$ cat config.mk
export PLATFORM = sky130hd
export DESIGN_NAME = id_ex_stage
export DESIGN_NICKNAME = d
export VERILOG_FILES = /design/src/rtl/alu_src.sv /design/src/rtl/load_use_detect.sv /design/src/rtl/id_ex_stage.sv
export SDC_FILE = /design/constraint.sdc
export NUM_CORES = 1
export LEC_CHECK = 0
export BUFFER_PORTS_ARGS = -buffer_cell sky130_fd_sc_hd__buf_4
export CORE_ASPECT_RATIO = 1.1
export CORE_MARGIN = 1
export CORE_UTILIZATION = 35
export CTS_CLUSTER_DIAMETER = 120
export DETAILED_ROUTE_END_ITERATION = 10
export PLACE_DENSITY = 0.81
export SETUP_SLACK_MARGIN = 0.4
export SLEW_MARGIN = 20
export SYNTH_ARGS = -nofsm -noshare
export SYNTH_HDL_FRONTEND = slang
export SYNTH_SLANG_ARGS = --single-unit
$ cat constraint.sdc
create_clock -name i_clk -period 1.7 [get_ports i_clk]
set_clock_uncertainty 0.15 [all_clocks]
set_input_delay 0.255 -clock i_clk [delete_from_list [all_inputs] [get_ports i_clk]]
set_output_delay 0.255 -clock i_clk [all_outputs]
set_load 0.05 [all_outputs]
$ cat src/rtl/alu_src.sv
// ALU source selections, ALU opcodes and the ID/EX register bundle shared
// by the decode, forwarding and execute stages.
package alu_src;

  // Datapath width the ID/EX bundle is laid out for; id_ex_stage's XLEN must match.
  localparam int unsigned XLEN_PKG  = 32;
  localparam int unsigned REG_IDX_W = 5;

  // Operand source for paths that never take the immediate (rs1, store data).
  typedef enum logic [1:0] {
    NI_REG = 2'd0,
    NI_MEM = 2'd1,
    NI_WB  = 2'd2
  } NonImmAluSrc;

  // Operand source for ALU input B, which may also be the immediate.
  typedef enum logic [1:0] {
    AS_REG = 2'd0,
    AS_MEM = 2'd1,
    AS_WB  = 2'd2,
    AS_IMM = 2'd3
  } AluSrc;

  typedef enum logic [3:0] {
    ALU_ADD  = 4'd0,
    ALU_SUB  = 4'd1,
    ALU_SLL  = 4'd2,
    ALU_SLT  = 4'd3,
    ALU_SLTU = 4'd4,
    ALU_XOR  = 4'd5,
    ALU_SRL  = 4'd6,
    ALU_SRA  = 4'd7,
    ALU_OR   = 4'd8,
    ALU_AND  = 4'd9
  } AluOp;

  localparam AluOp ALU_OP_ADD = ALU_ADD;

  // Everything the EX stage receives from ID, registered as one word.
  typedef struct packed {
    logic                   vld;
    logic [REG_IDX_W-1:0]   rd;
    logic                   reg_w_en;
    logic                   mem_r_en;
    logic                   mem_w_en;
    AluOp                   alu_op;
    logic [XLEN_PKG-1:0]    imm;
    logic [XLEN_PKG-1:0]    rs1_data;
    logic [XLEN_PKG-1:0]    rs2_data;
    NonImmAluSrc            alu_src_a;
    AluSrc                  alu_src_b;
    NonImmAluSrc            data_mem_src;
  } IdExBundle;

  // A bubble: no side effects, register sources, zero data, ADD.
  localparam IdExBundle ID_EX_BUBBLE = '{
    vld:          1'b0,
    rd:           '0,
    reg_w_en:     1'b0,
    mem_r_en:     1'b0,
    mem_w_en:     1'b0,
    alu_op:       ALU_OP_ADD,
    imm:          '0,
    rs1_data:     '0,
    rs2_data:     '0,
    alu_src_a:    NI_REG,
    alu_src_b:    AS_REG,
    data_mem_src: NI_REG
  };

endpackage

$ cat src/rtl/load_use_detect.sv
// Load-use hazard detector: a load in EX whose result is read by the
// instruction in ID cannot be forwarded in time and needs one bubble.
module load_use_detect
  import alu_src::*;
(
  input  logic                 id_valid,
  input  logic [REG_IDX_W-1:0] id_rs1,
  input  logic [REG_IDX_W-1:0] id_rs2,
  input  logic                 id_use_imm,
  input  logic                 id_mem_w_en,
  input  logic                 ex_valid,
  input  logic                 ex_mem_r_en,
  input  logic [REG_IDX_W-1:0] ex_rd,
  output logic                 lu
);

  // rs2 is only a real source when the immediate does not replace it,
  // except for stores, which always read rs2 as the store data.
  logic rs2_read;
  logic ex_load;

  assign rs2_read = ~id_use_imm | id_mem_w_en;
  assign ex_load  = ex_valid & ex_mem_r_en & (ex_rd != '0);
  assign lu       = id_valid & ex_load &
                    ((id_rs1 == ex_rd) | ((id_rs2 == ex_rd) & rs2_read));

endmodule

$ cat src/rtl/id_ex_stage.sv
// ID/EX pipeline register with load-use bubble insertion, branch flush,
// downstream hold and a saturating count of inserted load-use bubbles.
module id_ex_stage
  import alu_src::*;
#(
  parameter int XLEN  = 32,
  parameter int CNT_W = 16
) (
  input  logic                 i_clk,
  input  logic                 i_rst_n,
  input  logic                 i_id_valid,
  input  logic [4:0]           i_id_rs1,
  input  logic [4:0]           i_id_rs2,
  input  logic [4:0]           i_id_rd,
  input  logic                 i_id_reg_w_en,
  input  logic                 i_id_mem_r_en,
  input  logic                 i_id_mem_w_en,
  input  logic                 i_id_use_imm,
  input  logic [3:0]           i_id_alu_op,
  input  logic [XLEN-1:0]      i_id_imm,
  input  logic [XLEN-1:0]      i_id_rs1_data,
  input  logic [XLEN-1:0]      i_id_rs2_data,
  input  NonImmAluSrc          i_alu_src_a,
  input  NonImmAluSrc          i_data_mem_src,
  input  AluSrc                i_alu_src_b,
  input  logic                 i_flush,
  input  logic                 i_hold,
  output logic                 o_stall,
  output logic                 o_ex_valid,
  output logic [4:0]           o_ex_rd,
  output logic                 o_ex_reg_w_en,
  output logic                 o_ex_mem_r_en,
  output logic                 o_ex_mem_w_en,
  output logic [3:0]           o_ex_alu_op,
  output logic [XLEN-1:0]      o_ex_imm,
  output logic [XLEN-1:0]      o_ex_rs1_data,
  output logic [XLEN-1:0]      o_ex_rs2_data,
  output NonImmAluSrc          o_ex_alu_src_a,
  output AluSrc                o_ex_alu_src_b,
  output NonImmAluSrc          o_ex_data_mem_src,
  output logic [CNT_W-1:0]     o_bubble_cnt
);

  IdExBundle        id_p0;
  IdExBundle        ex_p1;
  logic             lu_p0;
  logic [CNT_W-1:0] bubble_cnt_p1;

  // Counter increment that sticks at all-ones instead of wrapping.
  function automatic logic [CNT_W-1:0] sat_inc(input logic [CNT_W-1:0] v);
    return (&v) ? v : v + 1'b1;
  endfunction

  // ---- ID stage (p0): hazard check against the instruction now in EX ----
  load_use_detect u_load_use_detect (
    .id_valid    (i_id_valid),
    .id_rs1      (i_id_rs1),
    .id_rs2      (i_id_rs2),
    .id_use_imm  (i_id_use_imm),
    .id_mem_w_en (i_id_mem_w_en),
    .ex_valid    (ex_p1.vld),
    .ex_mem_r_en (ex_p1.mem_r_en),
    .ex_rd       (ex_p1.rd),
    .lu          (lu_p0)
  );

  // A redirect cancels the ID instruction, so freezing IF/ID would be wrong.
  assign o_stall = (lu_p0 | i_hold) & ~i_flush;

  // Bundle the ID fields; side-effecting enables only survive with valid.
  always_comb begin
    id_p0              = ID_EX_BUBBLE;
    id_p0.vld          = i_id_valid;
    id_p0.rd           = i_id_rd;
    id_p0.reg_w_en     = i_id_reg_w_en & i_id_valid;
    id_p0.mem_r_en     = i_id_mem_r_en & i_id_valid;
    id_p0.mem_w_en     = i_id_mem_w_en & i_id_valid;
    id_p0.alu_op       = AluOp'(i_id_alu_op);
    id_p0.imm          = i_id_imm;
    id_p0.rs1_data     = i_id_rs1_data;
    id_p0.rs2_data     = i_id_rs2_data;
    id_p0.alu_src_a    = i_alu_src_a;
    id_p0.alu_src_b    = i_alu_src_b;
    id_p0.data_mem_src = i_data_mem_src;
  end

  // ---- EX stage (p1): flush > hold > load-use bubble > capture ----
  always_ff @(posedge i_clk) begin
    if (!i_rst_n) begin
      ex_p1         <= ID_EX_BUBBLE;
      bubble_cnt_p1 <= '0;
    end else if (i_flush) begin
      ex_p1 <= ID_EX_BUBBLE;
    end else if (!i_hold) begin
      if (lu_p0) begin
        ex_p1         <= ID_EX_BUBBLE;
        bubble_cnt_p1 <= sat_inc(bubble_cnt_p1);
      end else begin
        ex_p1 <= id_p0;
      end
    end
  end

  assign o_ex_valid        = ex_p1.vld;
  assign o_ex_rd           = ex_p1.rd;
  assign o_ex_reg_w_en     = ex_p1.reg_w_en;
  assign o_ex_mem_r_en     = ex_p1.mem_r_en;
  assign o_ex_mem_w_en     = ex_p1.mem_w_en;
  assign o_ex_alu_op       = ex_p1.alu_op;
  assign o_ex_imm          = ex_p1.imm;
  assign o_ex_rs1_data     = ex_p1.rs1_data;
  assign o_ex_rs2_data     = ex_p1.rs2_data;
  assign o_ex_alu_src_a    = ex_p1.alu_src_a;
  assign o_ex_alu_src_b    = ex_p1.alu_src_b;
  assign o_ex_data_mem_src = ex_p1.data_mem_src;
  assign o_bubble_cnt      = bubble_cnt_p1;

endmodule
==> results.sh <==
export IMPL_status="finished, violations left"
export IMPL_violations="setup timing"
export IMPL_grt_first_pass_wirelength_um=29700
export IMPL_estimated_wirelength_of_the_detail_placed_design_um=10200
export IMPL_ff2ff_setup_slack_ns=-0.59
export IMPL_synth_cell_types=37
export IMPL_post_synth_cell_area_avg_sq_um=11.7
export IMPL_crit_fanout=19
export IMPL_first_pass_detailed_route_iteration_total=6
export IMPL_capturing_point_of_the_worst_reg2reg_path="o_ex_imm[9]"
export IMPL_mappedNetlistArea_sq_um=4500
export IMPL_area_growth_pct=130
export IMPL_routed_wl_um=22500
export IMPL_die_height_um=121
export IMPL_drcViolationCount=0
export IMPL_antenna_found_initial=0
export IMPL_setup_worst_path_end="o_ex_imm[9]"
export IMPL_met1Wirelength_um=7930
export IMPL_r2r_start="o_ex_rd[0]"
export IMPL_max_cap_violations=0
export IMPL_synthDominantAreaCellType="dfxtp_1"
export IMPL_min_path_type="in -> reg"
export IMPL_port_buffers=261
export IMPL_seq_area_frac_synth=0.582
export IMPL_drt_iter0_drc=279
export IMPL_sum_of_internal_switching_and_leakage_power_mw=8.11
export IMPL_report_final_setup_viol=132
export IMPL_report_final_slew_viol_count=0
export IMPL_critical_path_endpoint_type="register"
export IMPL_timing_hold_violations_final=0
export IMPL_grt_max_degree=65
export IMPL_number_of_nets_produced_by_synthesis=516
export IMPL_layout_cells_most_common="buf_4"
export IMPL_numCtsBuffers=17
export IMPL_design_die_area_sq_um=13300
export IMPL_synth_top_area_frac=0.582
export IMPL_initial_utilization=0.358
export IMPL_overall_overflow_remaining_after_global_route=0
export IMPL_first_global_vias=5597
export IMPL_worst_vdd_ir_mv=0.972
export IMPL_rsz0062_at_grt="true"
export IMPL_cellPowerDensity_nw_per_um2=784
export IMPL_post_synth_main_area_contributors="dfxtp_1 58%, a22o_1 22%, or4_1 2.0%"
export IMPL_core_region_area_sq_um=12600
export IMPL_wl_per_cell_um=22.4
export IMPL_leakage_nw=4.51
export IMPL_max_freq_ghz=0.436
export IMPL_maxUsedRoutingLayer="met4"
export IMPL_slew_headroom=0.578
export IMPL_layout_cells_most_common_list="187 x buf_4, 115 x dlygate4sd3_1, 112 x a22o_1"
export IMPL_via_count_of_the_routed_design=5415
export IMPL_cts_tree="built"
export IMPL_vias_per_cell=5.39
export IMPL_clk_insertion_delay_late_ns=0.42
export IMPL_clk_pin_slew_worst_paths_ns=0.06
export IMPL_crit_required_ns=1.85
export IMPL_clock_tree_buffer_depth=2
export IMPL_wl_met2_um=11900
export IMPL_fin_tns_setup_ns=-61.22
export IMPL_top_level_ports=262
export IMPL_layout_drive_gt1_share=0.597
export IMPL_synth_warning_count=0
export IMPL_finalCriticalPeriod_ns=2.29
export IMPL_tightestPinTransition_ns=0.632
export IMPL_postSynthRegisterBits=131
export IMPL_crit_path_start_kind="register"
export IMPL_finish_net_count=965
export IMPL_htree_levels=4
export IMPL_cts_sink_count=131
export IMPL_die_w_um=110
export IMPL_groute_usage_overall=0.301
export IMPL_timing_critical_path_from="o_ex_rd[0]"
export IMPL_gpl_final_weighted_congestion=0.799
export IMPL_route_antenna_remaining_nets=0
export IMPL_wl_met3_um=1460
export IMPL_setup_ws_ns=-0.595
export IMPL_path_class="reg -> reg"
export IMPL_timing_reg2reg_worst_path_depth=9
export IMPL_post_route_period_util=1.35
export IMPL_critical_path_arrival_ns=2.44
export IMPL_holdWs_ns=0.0667
export IMPL_syn_instance_count=385
export IMPL_placementRows=43
export IMPL_clock_tree_root_cell="clkbuf_16"
## flip-flops by register name (all words and copies together), names as in the netlist, 2 cells and up
register           count
o_ex_imm              32
o_ex_alu_src_b         2
o_ex_alu_src_a         2
o_ex_rs1_data         32
o_ex_rs2_data         32
o_ex_data_mem_src      2
o_ex_rd                5
o_bubble_cnt          16
o_ex_alu_op            4
## critical path, cell delays in order, from the launching register on
cell	delay, ns
dfxtp_4	0.37
xnor2_2	0.16
nand4_1	0.17
buf_4	0.20
o22ai_4	0.17
buf_4	0.16
a211oi_4	0.05
buf_6	0.15
bufbuf_16	0.30
a22o_1	0.27
## routing by layer
| metal | up-vias | GRT usage |
|---|---|---|
| li1 | 2398 | - |
| met1 | 2632 | 0.307 |
| met2 | 297 | 0.544 |
| met3 | 88 | 0.0902 |
| met4 | 0 | 0.161 |
| met5 | - | 0 |
## area by class of cell
cell class | count | area, sq um
Inverter | 8 | 30.0
Clock buffer | 21 | 472
Antenna cell | 1 | 2.50
Multi-Input combinational cell | 215 | 1950
Clock inverter | 11 | 75.1
Sequential cell | 131 | 2790
Timing Repair Buffer | 461 | 4830
Fill cell | 626 | 2250
Tap cell | 157 | 196
## per-stage QoR
| stage | area (sq um) | instances | utilization | setup WS (ns) |
|---|---|---|---|---|
| 2_1_floorplan | 4630 | 385 | - | -0.202 |
| 3_3_place_gp | 7110 | 827 | 0.565 | -0.244 |
| 3_5_place_dp | 7110 | 827 | 0.565 | -0.247 |
| 4_1_cts | 9680 | 986 | 0.769 | -0.423 |
| 5_1_grt | 10300 | 1004 | 0.821 | -0.646 |
| 6_report | 10300 | 1005 | 0.822 | -0.595 |
## synthesized netlist by cell type
library cell / instances
nand2b_1: 2
or4_1: 12
and3b_1: 1
a32o_1: 3
or3_1: 2
nand3_1: 6
o21ai_1: 1
o21a_1: 3
and3_1: 1
nand4_2: 1
o41ai_1: 1
buf_2: 6
buf_4: 8
nor4_1: 1
o22a_1: 1
and2_1: 1
a211oi_2: 1
nand2_1: 7
a22o_1: 112
inv_1: 8
a31oi_1: 1
o31ai_1: 11
o21ai_0: 2
xnor2_1: 10
o22ai_1: 1
nand4_1: 7
ha_1: 1
clkbuf_1: 17
dfxtp_1: 131
nand4b_2: 1
and4_1: 2
nor4_2: 2
nor3b_1: 1
o311ai_0: 1
a21oi_2: 1
nor2_1: 4
a21oi_1: 14
## worst min-delay path by stage
| stage | end | from | depth (start not counted) | slack, ns |
|---|---|---|---|---|
| after floorplan | o_bubble_cnt[1] | i_rst_n | 1 | 0.22 |
| after global placement | o_ex_reg_w_en | o_ex_reg_w_en | 1 | 0.30 |
| after detailed placement | o_ex_rs1_data[18] | o_ex_rs1_data[18] | 1 | 0.31 |
| after CTS | o_ex_valid | i_id_valid | 3 | 0.04 |
| after global routing | o_ex_mem_w_en | i_id_mem_w_en | 3 | 0.07 |
| final | o_ex_mem_w_en | i_id_mem_w_en | 3 | 0.07 |
## where the power goes
part | total, mW | internal (mW) | switching [mW] | leakage [nW]
Combinational | 1.44 | 0.761 | 0.679 | 3.13
Sequential | 3.23 | 3.14 | 0.0903 | 1.11
Clock | 3.44 | 1.99 | 1.45 | 0.273
Total | 8.11 | 5.89 | 2.22 | 4.51
## repair_timing
action / 4_1_cts / 5_1_grt
hold buffers: 115 / 0
setup endpoints to repair: 263 / 263
buffers inserted: 8 / 17
pin swaps: 6 / 14
gates resized for setup: 197 / 154
endpoints found under the hold margin: 116 / 0
gates cloned: 4 / 1
## cells by family after synthesis
family,count (synthesis),share of synthesized area
fa+ha+maj,1,0.00278
simple gates,51,0.0745
xor+xnor,10,0.0194
flops,131,0.582
compound gates,153,0.280
buf+inv,39,0.0408
(Power assumes the default switching activity.)
